[config.mk]
export PLATFORM = sky130hd
export DESIGN_NAME = bus_arbiter41
export DESIGN_NICKNAME = d
export VERILOG_FILES = /design/src/rtl/arb_defs.sv /design/src/rtl/selector41.sv /design/src/rtl/bus_arbiter41.sv
export SDC_FILE = /design/constraint.sdc
export NUM_CORES = 1
export LEC_CHECK = 0
export CAP_MARGIN = 5
export CORE_MARGIN = 1
export CORE_UTILIZATION = 32
export CTS_CLUSTER_DIAMETER = 200
export DETAILED_ROUTE_END_ITERATION = 10
export MAX_ROUTING_LAYER = met4
export PLACE_DENSITY = 0.95
export REMOVE_ABC_BUFFERS = 1
export SLEW_MARGIN = 20
export SYNTH_ARGS = -nofsm -noshare
export SYNTH_HDL_FRONTEND = slang
export SYNTH_SLANG_ARGS = --single-unit
[constraint.sdc]
create_clock -name iClk -period 5.6 [get_ports iClk]
set_clock_uncertainty 0.1 [all_clocks]
set_input_delay 1.12 -clock iClk [delete_from_list [all_inputs] [get_ports iClk]]
set_output_delay 1.12 -clock iClk [all_outputs]
set_load 0.05 [all_outputs]
[src/rtl/arb_defs.sv]
// Shared definitions for the four-way bus arbiter: requester count,
// select width and FSM state encodings.
package arb_defs;

    localparam int NUM_REQ = 4;
    localparam int SEL_W   = 2;

    typedef enum logic {
        ST_IDLE  = 1'b0,
        ST_GRANT = 1'b1
    } arb_state_t;

endpackage

[src/rtl/selector41.sv]
// Four-input data selector; {iS1,iS0} picks one of iC0..iC3 onto oZ.
module selector41 #(
    parameter int DATA_W = 32
) (
    input  logic [DATA_W-1:0] iC0,
    input  logic [DATA_W-1:0] iC1,
    input  logic [DATA_W-1:0] iC2,
    input  logic [DATA_W-1:0] iC3,
    input  logic              iS1,
    input  logic              iS0,
    output logic [DATA_W-1:0] oZ
);

    always_comb begin
        oZ = iC0;
        case ({iS1, iS0})
            2'b00:   oZ = iC0;
            2'b01:   oZ = iC1;
            2'b10:   oZ = iC2;
            default: oZ = iC3;
        endcase
    end

endmodule

[src/rtl/bus_arbiter41.sv]
// Round-robin arbiter/sequencer for a shared four-input selector: locks one
// owner per multi-beat transaction, with a stall watchdog forcing release.
module bus_arbiter41
    import arb_defs::*;
#(
    parameter int DATA_W  = 32,
    parameter int TIMEOUT = 16
) (
    input  logic              iClk,
    input  logic              iRst_n,
    input  logic [3:0]        iReq,
    input  logic [3:0]        iLast,
    input  logic [DATA_W-1:0] iC0,
    input  logic [DATA_W-1:0] iC1,
    input  logic [DATA_W-1:0] iC2,
    input  logic [DATA_W-1:0] iC3,
    input  logic              iReady,
    output logic              oValid,
    output logic [DATA_W-1:0] oZ,
    output logic [3:0]        oGnt,
    output logic              oS1,
    output logic              oS0,
    output logic              oBusy,
    output logic              oTimeout
);

    localparam int STALL_W = (TIMEOUT < 1) ? 1 : $clog2(TIMEOUT + 1);
    localparam bit WDOG_EN = (TIMEOUT != 0);

    arb_state_t              state_q;
    logic [SEL_W-1:0]        ptr_q;
    logic [SEL_W-1:0]        own_q;
    logic [STALL_W-1:0]      stall_q;
    logic [NUM_REQ-1:0]      gnt_q;
    logic                    timeout_q;

    logic [SEL_W-1:0]        winner;
    logic                    xfer;
    logic                    wdog_hit;

    // First set request scanning ptr, ptr+1, ... (mod 4); lowest offset wins.
    function automatic logic [SEL_W-1:0] rr_pick(input logic [NUM_REQ-1:0] req,
                                                 input logic [SEL_W-1:0]   ptr);
        logic [SEL_W-1:0] idx;
        rr_pick = ptr;
        for (int i = NUM_REQ - 1; i >= 0; i--) begin
            idx = ptr + SEL_W'(i);
            if (req[idx]) begin
                rr_pick = idx;
            end
        end
    endfunction

    assign winner   = rr_pick(iReq, ptr_q);
    assign oValid   = (state_q == ST_GRANT) && iReq[own_q];
    assign xfer     = oValid && iReady;
    assign wdog_hit = WDOG_EN && ((stall_q + STALL_W'(1)) == STALL_W'(TIMEOUT));

    always_ff @(posedge iClk or negedge iRst_n) begin
        if (!iRst_n) begin
            state_q   <= ST_IDLE;
            ptr_q     <= '0;
            own_q     <= '0;
            stall_q   <= '0;
            gnt_q     <= '0;
            timeout_q <= 1'b0;
        end else begin
            timeout_q <= 1'b0;
            case (state_q)
                ST_IDLE: begin
                    if (|iReq) begin
                        state_q <= ST_GRANT;
                        own_q   <= winner;
                        gnt_q   <= NUM_REQ'(1) << winner;
                        stall_q <= '0;
                    end
                end
                ST_GRANT: begin
                    if (xfer) begin
                        stall_q <= '0;
                        if (iLast[own_q]) begin
                            state_q <= ST_IDLE;
                            ptr_q   <= own_q + SEL_W'(1);
                            gnt_q   <= '0;
                        end
                    end else if (wdog_hit) begin
                        state_q   <= ST_IDLE;
                        ptr_q     <= own_q + SEL_W'(1);
                        gnt_q     <= '0;
                        timeout_q <= 1'b1;
                    end else if (WDOG_EN) begin
                        stall_q <= stall_q + STALL_W'(1);
                    end
                end
                default: state_q <= ST_IDLE;
            endcase
        end
    end

    // Select lines follow the owner and keep their value after release.
    assign oGnt     = gnt_q;
    assign {oS1, oS0} = own_q;
    assign oBusy    = (state_q == ST_GRANT);
    assign oTimeout = timeout_q;

    selector41 #(
        .DATA_W(DATA_W)
    ) u_sel (
        .iC0 (iC0),
        .iC1 (iC1),
        .iC2 (iC2),
        .iC3 (iC3),
        .iS1 (oS1),
        .iS0 (oS0),
        .oZ  (oZ)
    );

endmodule

==> impl_metrics.json, run 1 <==
{
  "outcome": "completed",
  "setup_viol": 0,
  "layout_min_cycle_time_ns": 4.34,
  "avgSynthCellArea_um2": 8.65,
  "cts_tree": "done",
  "synthesis.area_um2": 1760,
  "antenna_found_initial": 0,
  "yosysSeqAreaShare_pct": 21.4,
  "ys_seq_elements": 15,
  "drt-pass1-iter-count": 6,
  "core_area_um2": 5200,
  "cts_setup_buffers": 0,
  "holdWs_ns": 0.403,
  "cts_resized": 0,
  "routed_wl_mm": 7.62,
  "dr.first_iter.drc_count": 186,
  "clock_latency_ns": 0.25,
  "worstPathRequired_ns": 4.38,
  "grt_pass1_wl_mm": 12.2,
  "die_x_um": 76.1,
  "worstHoldPathType": "reg2reg",
  "die_area_um2": 5790,
  "tightest_slew_ns": 1.05,
  "start_kind": "flop",
  "clk_pin_slew_ns": 0.07,
  "syn_inst": 203,
  "grt_max_degree": 33,
  "drive_above_1_share_pct": 4.57,
  "grt_remaining_overflow": 0,
  "vias": 2434,
  "final_util_pct": 70.0,
  "synth-edff-count": 0,
  "yosys.area.top_type": "dfrtp_1",
  "rsz0062_at_grt": "false",
  "netlist_top_cells_count": "inv_1, a222oi_1, mux2i_1, dfrtp_1, clkbuf_1",
  "io_pins": 180,
  "io_buffers": 179,
  "hold_viol": 0,
  "ant_nets": 0,
  "crit_type": "reg2out",
  "yosys_warnings": 0,
  "vias_per_cell": 5.51,
  "post-route-period-util_pct": 77.6,
  "synthTopCellsByArea": "dfrtp_1, a222oi_1, mux2i_1",
  "synth.most_common_cell": "inv_1",
  "antenna_cells": 0,
  "grt_use_total_pct": 26.5,
  "root_buffer": "clkbuf_8",
  "wl_per_cell_um": 17.2,
  "grt_pass1_vias": 2445,
  "num_rows": 26,
  "clock_sinks": 15,
  "critPathCaptureType": "primary output",
  "netlist.area_leader.share_pct": 21.4,
  "report.final.slew_viol_count": 0,
  "slew_headroom_pct": 30.2,
  "holdBufCountCts": 0,
  "synth_async_sr_flop_share_pct": 100,
  "fin_total_pwr_w": 0.00196,
  "path_max_fanout": 27,
  "tns_ns": 0,
  "synth_flop_cell": "dfrtp_1",
  "drc": 0,
  "leakagePower_nw": 1.48,
  "htreeDepth": 1,
  "place_congestion": 0.846,
  "dp_hpwl_mm": 6.02,
  "cts_buffers": 3,
  "clk_path_buf_depth": 2,
  "start_util_pct": 33.7,
  "ys_types": 41,
  "fp.dieH_um": 76.1,
  "worst_ep_arrival_time_ns": 3.12,
  "cap_violations": 0,
  "max_freq_ghz": 0.230,
  "area_growth_pct": 107,
  "fillers": 410,
  "final_nets": 518,
  "ir_worst_vdd_uv": 335,
  "power.density_nw_per_um2": 538
}
## state kept, by name (all words and copies together), names as in the netlist
signal / flops
oBusy: 1
own_q: 2
ptr_q: 2
oTimeout: 1
oGnt: 4
stall_q: 5
## where the power goes
group | switching [W] | internal (W)
logic | 0.00104 | 0.000618
clock network | 0.0000420 | 0.0000501
registers | 0.0000636 | 0.000148
total | 0.00114 | 0.000816
## layout by cell type, fill, tap and decap left out, types with 4 or more instances in the layout
master	synthesis	routed
clkdlybuf4s50_1	0	179
inv_1	37	37
a222oi_1	32	32
mux2i_1	32	32
dfrtp_1	15	15
a21oi_1	6	6
nand2_1	5	5
o21ai_0	5	5
nand3_1	4	4
## worst max-delay path, stage by stage, from the launching register on
cell and delay (ns):
dfrtp_1 0.48, inv_1 0.13, ha_1 0.86, buf_4 0.29
a222oi_1 0.08, mux2i_1 0.19, clkdlybuf4s50_1 0.83
## per-stage QoR
step / instance area, um^2 / cells / setup WS (ns)
floorplan: 1700 / 188 / 1.42
global placement: 3590 / 438 / 1.35
detailed placement: 3590 / 438 / 1.33
CTS: 3640 / 442 / 1.17
global route: 3640 / 442 / 1.05
finish: 3640 / 442 / 1.26
## kinds of logic after synthesis
| logic type | count (synthesis) | share of synthesized area (%) |
|---|---|---|
| buffers and inverters | 52 | 11.2 |
| AND/OR/NAND/NOR | 32 | 10.8 |
| multiplexers | 36 | 22.3 |
| adder cells (fa/ha/maj) | 6 | 4.28 |
| flip-flops | 15 | 21.4 |
| AO/OA/AOI/OAI | 61 | 29.5 |
| XOR/XNOR | 1 | 0.499 |
## area by class of cell
type	instances	area [um^2]	share of cell area, %
Timing Repair Buffer	180	1800	49.4
Multi-Input combinational cell	136	1190	32.7
Sequential cell	15	375	10.3
Inverter	37	139	3.81
Tap cell	70	87.6	2.41
Clock buffer	3	41.3	1.13
Clock inverter	1	7.51	0.206
## metal layers
layer  routed length [um]  share of wire, %  track usage (%)
met5                    0                 0                -
met4                  263               3.5             11.5
met3                  653               8.6             5.51
met2                 3830                50             47.0
met1                 2870                38             28.7
## path summary, 6_finish.rpt
kind | start | to | slack (ns) | cells past startpoint
min | oGnt[2] | oGnt[2] | 0.40 | 1
max reg2reg | stall_q[0] | oGnt[3] | 3.31 | 6
max in group asynchronous | iRst_n | ptr_q[0] | 3.79 | 1
min reg2reg | oGnt[2] | oGnt[2] | 0.40 | 1
max | own_q[1] | oZ[3] | 1.26 | 6
min in group asynchronous | iRst_n | stall_q[3] | 1.17 | 1
(Power assumes the default switching activity.)
==> inputs of run 2 (changes only) <==
--- a/config.mk
+++ b/config.mk
@@ -7,11 +7,11 @@
 export LEC_CHECK = 0
 export CAP_MARGIN = 5
 export CORE_MARGIN = 1
-export CORE_UTILIZATION = 32
+export CORE_UTILIZATION = 27
 export CTS_CLUSTER_DIAMETER = 200
 export DETAILED_ROUTE_END_ITERATION = 10
 export MAX_ROUTING_LAYER = met4
-export PLACE_DENSITY = 0.95
+export PLACE_DENSITY = 0.87
 export REMOVE_ABC_BUFFERS = 1
 export SLEW_MARGIN = 20
 export SYNTH_ARGS = -nofsm -noshare
==> constraint.sdc (replaced) <==
create_clock -name iClk -period 3.78 [get_ports iClk]
set_clock_uncertainty 0.1 [all_clocks]
set_input_delay 0.756 -clock iClk [delete_from_list [all_inputs] [get_ports iClk]]
set_output_delay 0.756 -clock iClk [all_outputs]
set_load 0.05 [all_outputs]
==> impl_metrics.json, run 2 (synthesis gave the netlist of run 1 again) <==
{
  "outcome": "completed",
  "final_util_pct": 59.8,
  "slew_headroom_pct": 46.9,
  "ant_nets": 0,
  "drive_above_1_share_pct": 13.8,
  "cpMostUsedCell": "clkdlybuf4s50_1",
  "slowest_delay_ns": 0.69,
  "cts_buffers": 3,
  "use_met2_pct": 40.1,
  "final_common_cell": "clkdlybuf4s50_1",
  "drt-pass1-iter-count": 5,
  "io_pins": 180,
  "clk_pin_slew_ns": 0.06,
  "finalWorstSetupSlack_ns": 0.250,
  "crit_type": "in2out",
  "layout_common_cells": "clkdlybuf4s50_1, inv_1, a222oi_1, mux2i_1, buf_4",
  "cts_tree": "done",
  "clk_path_buf_depth": 2,
  "vias": 2390,
  "use_met3_pct": 2.31,
  "critical_path_buf_inv_count": 2,
  "core_area_um2": 6310,
  "grt_max_degree": 24,
  "clock_sinks": 15,
  "grt_use_total_pct": 20.6,
  "setup_viol": 0,
  "htreeDepth": 1,
  "max_freq_ghz": 0.283,
  "dp_hpwl_mm": 6.30,
  "path_delay_family": "buffers and inverters",
  "cts_resized": 0,
  "die_x_um": 82.6,
  "worstPathRequired_ns": 2.92,
  "path_max_fanout": 5,
  "worst_ep_arrival_time_ns": 2.67,
  "tightest_slew_ns": 0.796,
  "vias_per_cell": 5.26,
  "leakagePower_nw": 1.60,
  "largest_reg_flops": 5,
  "hold_viol": 0,
  "layout_min_cycle_time_ns": 3.53,
  "cts_setup_buffers": 0,
  "critPathCaptureType": "primary output",
  "report.final.slew_viol_count": 0,
  "rsz0062_at_grt": "false",
  "num_rows": 29,
  "cap_violations": 0,
  "grt_use_met1_pct": 22.6,
  "globalRoute.busiestLayer": "met2",
  "drc": 0,
  "area_growth_pct": 115,
  "holdWs_ns": 0.415,
  "pre_cts_ws_ns": 0.268,
  "routed_wl_mm": 7.80,
  "start_kind": "primary input",
  "timing.critical_path.cells": "clkdlybuf4s50_1, mux4_2, and2_1, clkdlybuf4s50_1",
  "grt_pass1_wl_mm": 10.4,
  "fin_total_pwr_w": 0.00312,
  "die_area_um2": 6830,
  "io_buffers": 179,
  "fp.dieH_um": 82.6,
  "grt_remaining_overflow": 0,
  "clock_latency_ns": 0.24,
  "final_nets": 523,
  "dpl_cell_area_um2": 3730,
  "root_buffer": "clkbuf_8",
  "antenna_cells": 0,
  "crit_path_top_delay_cell": "clkdlybuf4s50_1",
  "dr.first_iter.drc_count": 186,
  "power.density_nw_per_um2": 828,
  "wl_per_cell_um": 17.2,
  "place_congestion": 0.868,
  "grt_pass1_vias": 2232,
  "post-route-period-util_pct": 93.4,
  "finalInstanceArea_um2": 3770,
  "regMostFlops": "stall_q",
  "holdBufCountCts": 0,
  "ir_worst_vdd_uv": 675,
  "start_util_pct": 27.8,
  "worstHoldPathType": "reg2reg",
  "antenna_found_initial": 0
}
run 2: cell count changes in the layout (fill, tap and decap cells not counted):
cell             previous run  this run
clkdlybuf4s50_1           179       147
buf_4                       1        24
buf_12                      0        14
ha_1                        3         5
ha_2                        3         1
clkinv_2                    0         1
clkinvlp_4                  1         0
run 2: final timing paths:
kind	from	to	slack, ns	cells after the start
worst max-delay path	iReq[2]	oValid	0.25	4
worst min register to register	oGnt[0]	oGnt[0]	0.42	1
max in group asynchronous	iRst_n	stall_q[2]	2.34	1
worst min-delay path	oGnt[0]	oGnt[0]	0.42	1
min in group asynchronous	iRst_n	stall_q[1]	0.82	1
worst max register to register	stall_q[0]	oGnt[2]	1.55	6
run 2: power breakdown:
part	internal, W	switching [W]
Combinational	0.00108	0.00161
Clock	0.0000728	0.0000543
Sequential	0.000219	0.0000933
Total	0.00137	0.00176
run 2: per-layer routing:
metal  up-vias  routed length (um)
met4         0                  69
met2       115                4120
li1       1138                   -
met5         -                   0
met3         8                 647
met1      1129                2960
run 2: stage by stage:
stage | setup TNS (ns) | instances
3_5_place_dp | 0 | 450
5_1_grt | 0 | 454
3_3_place_gp | 0 | 450
4_1_cts | 0 | 454
2_1_floorplan | -1.22 | 188
6_report | 0 | 454
run 2: layout make-up:
cell class / instances / area [um^2]
fill: 524 / 2540
timing repair buffer: 185 / 1930
multi-input combinational: 136 / 1190
sequential: 15 / 375
inverter: 37 / 139
tap: 77 / 96.3
clock buffer: 3 / 41.3
clock inverter: 1 / 5.00
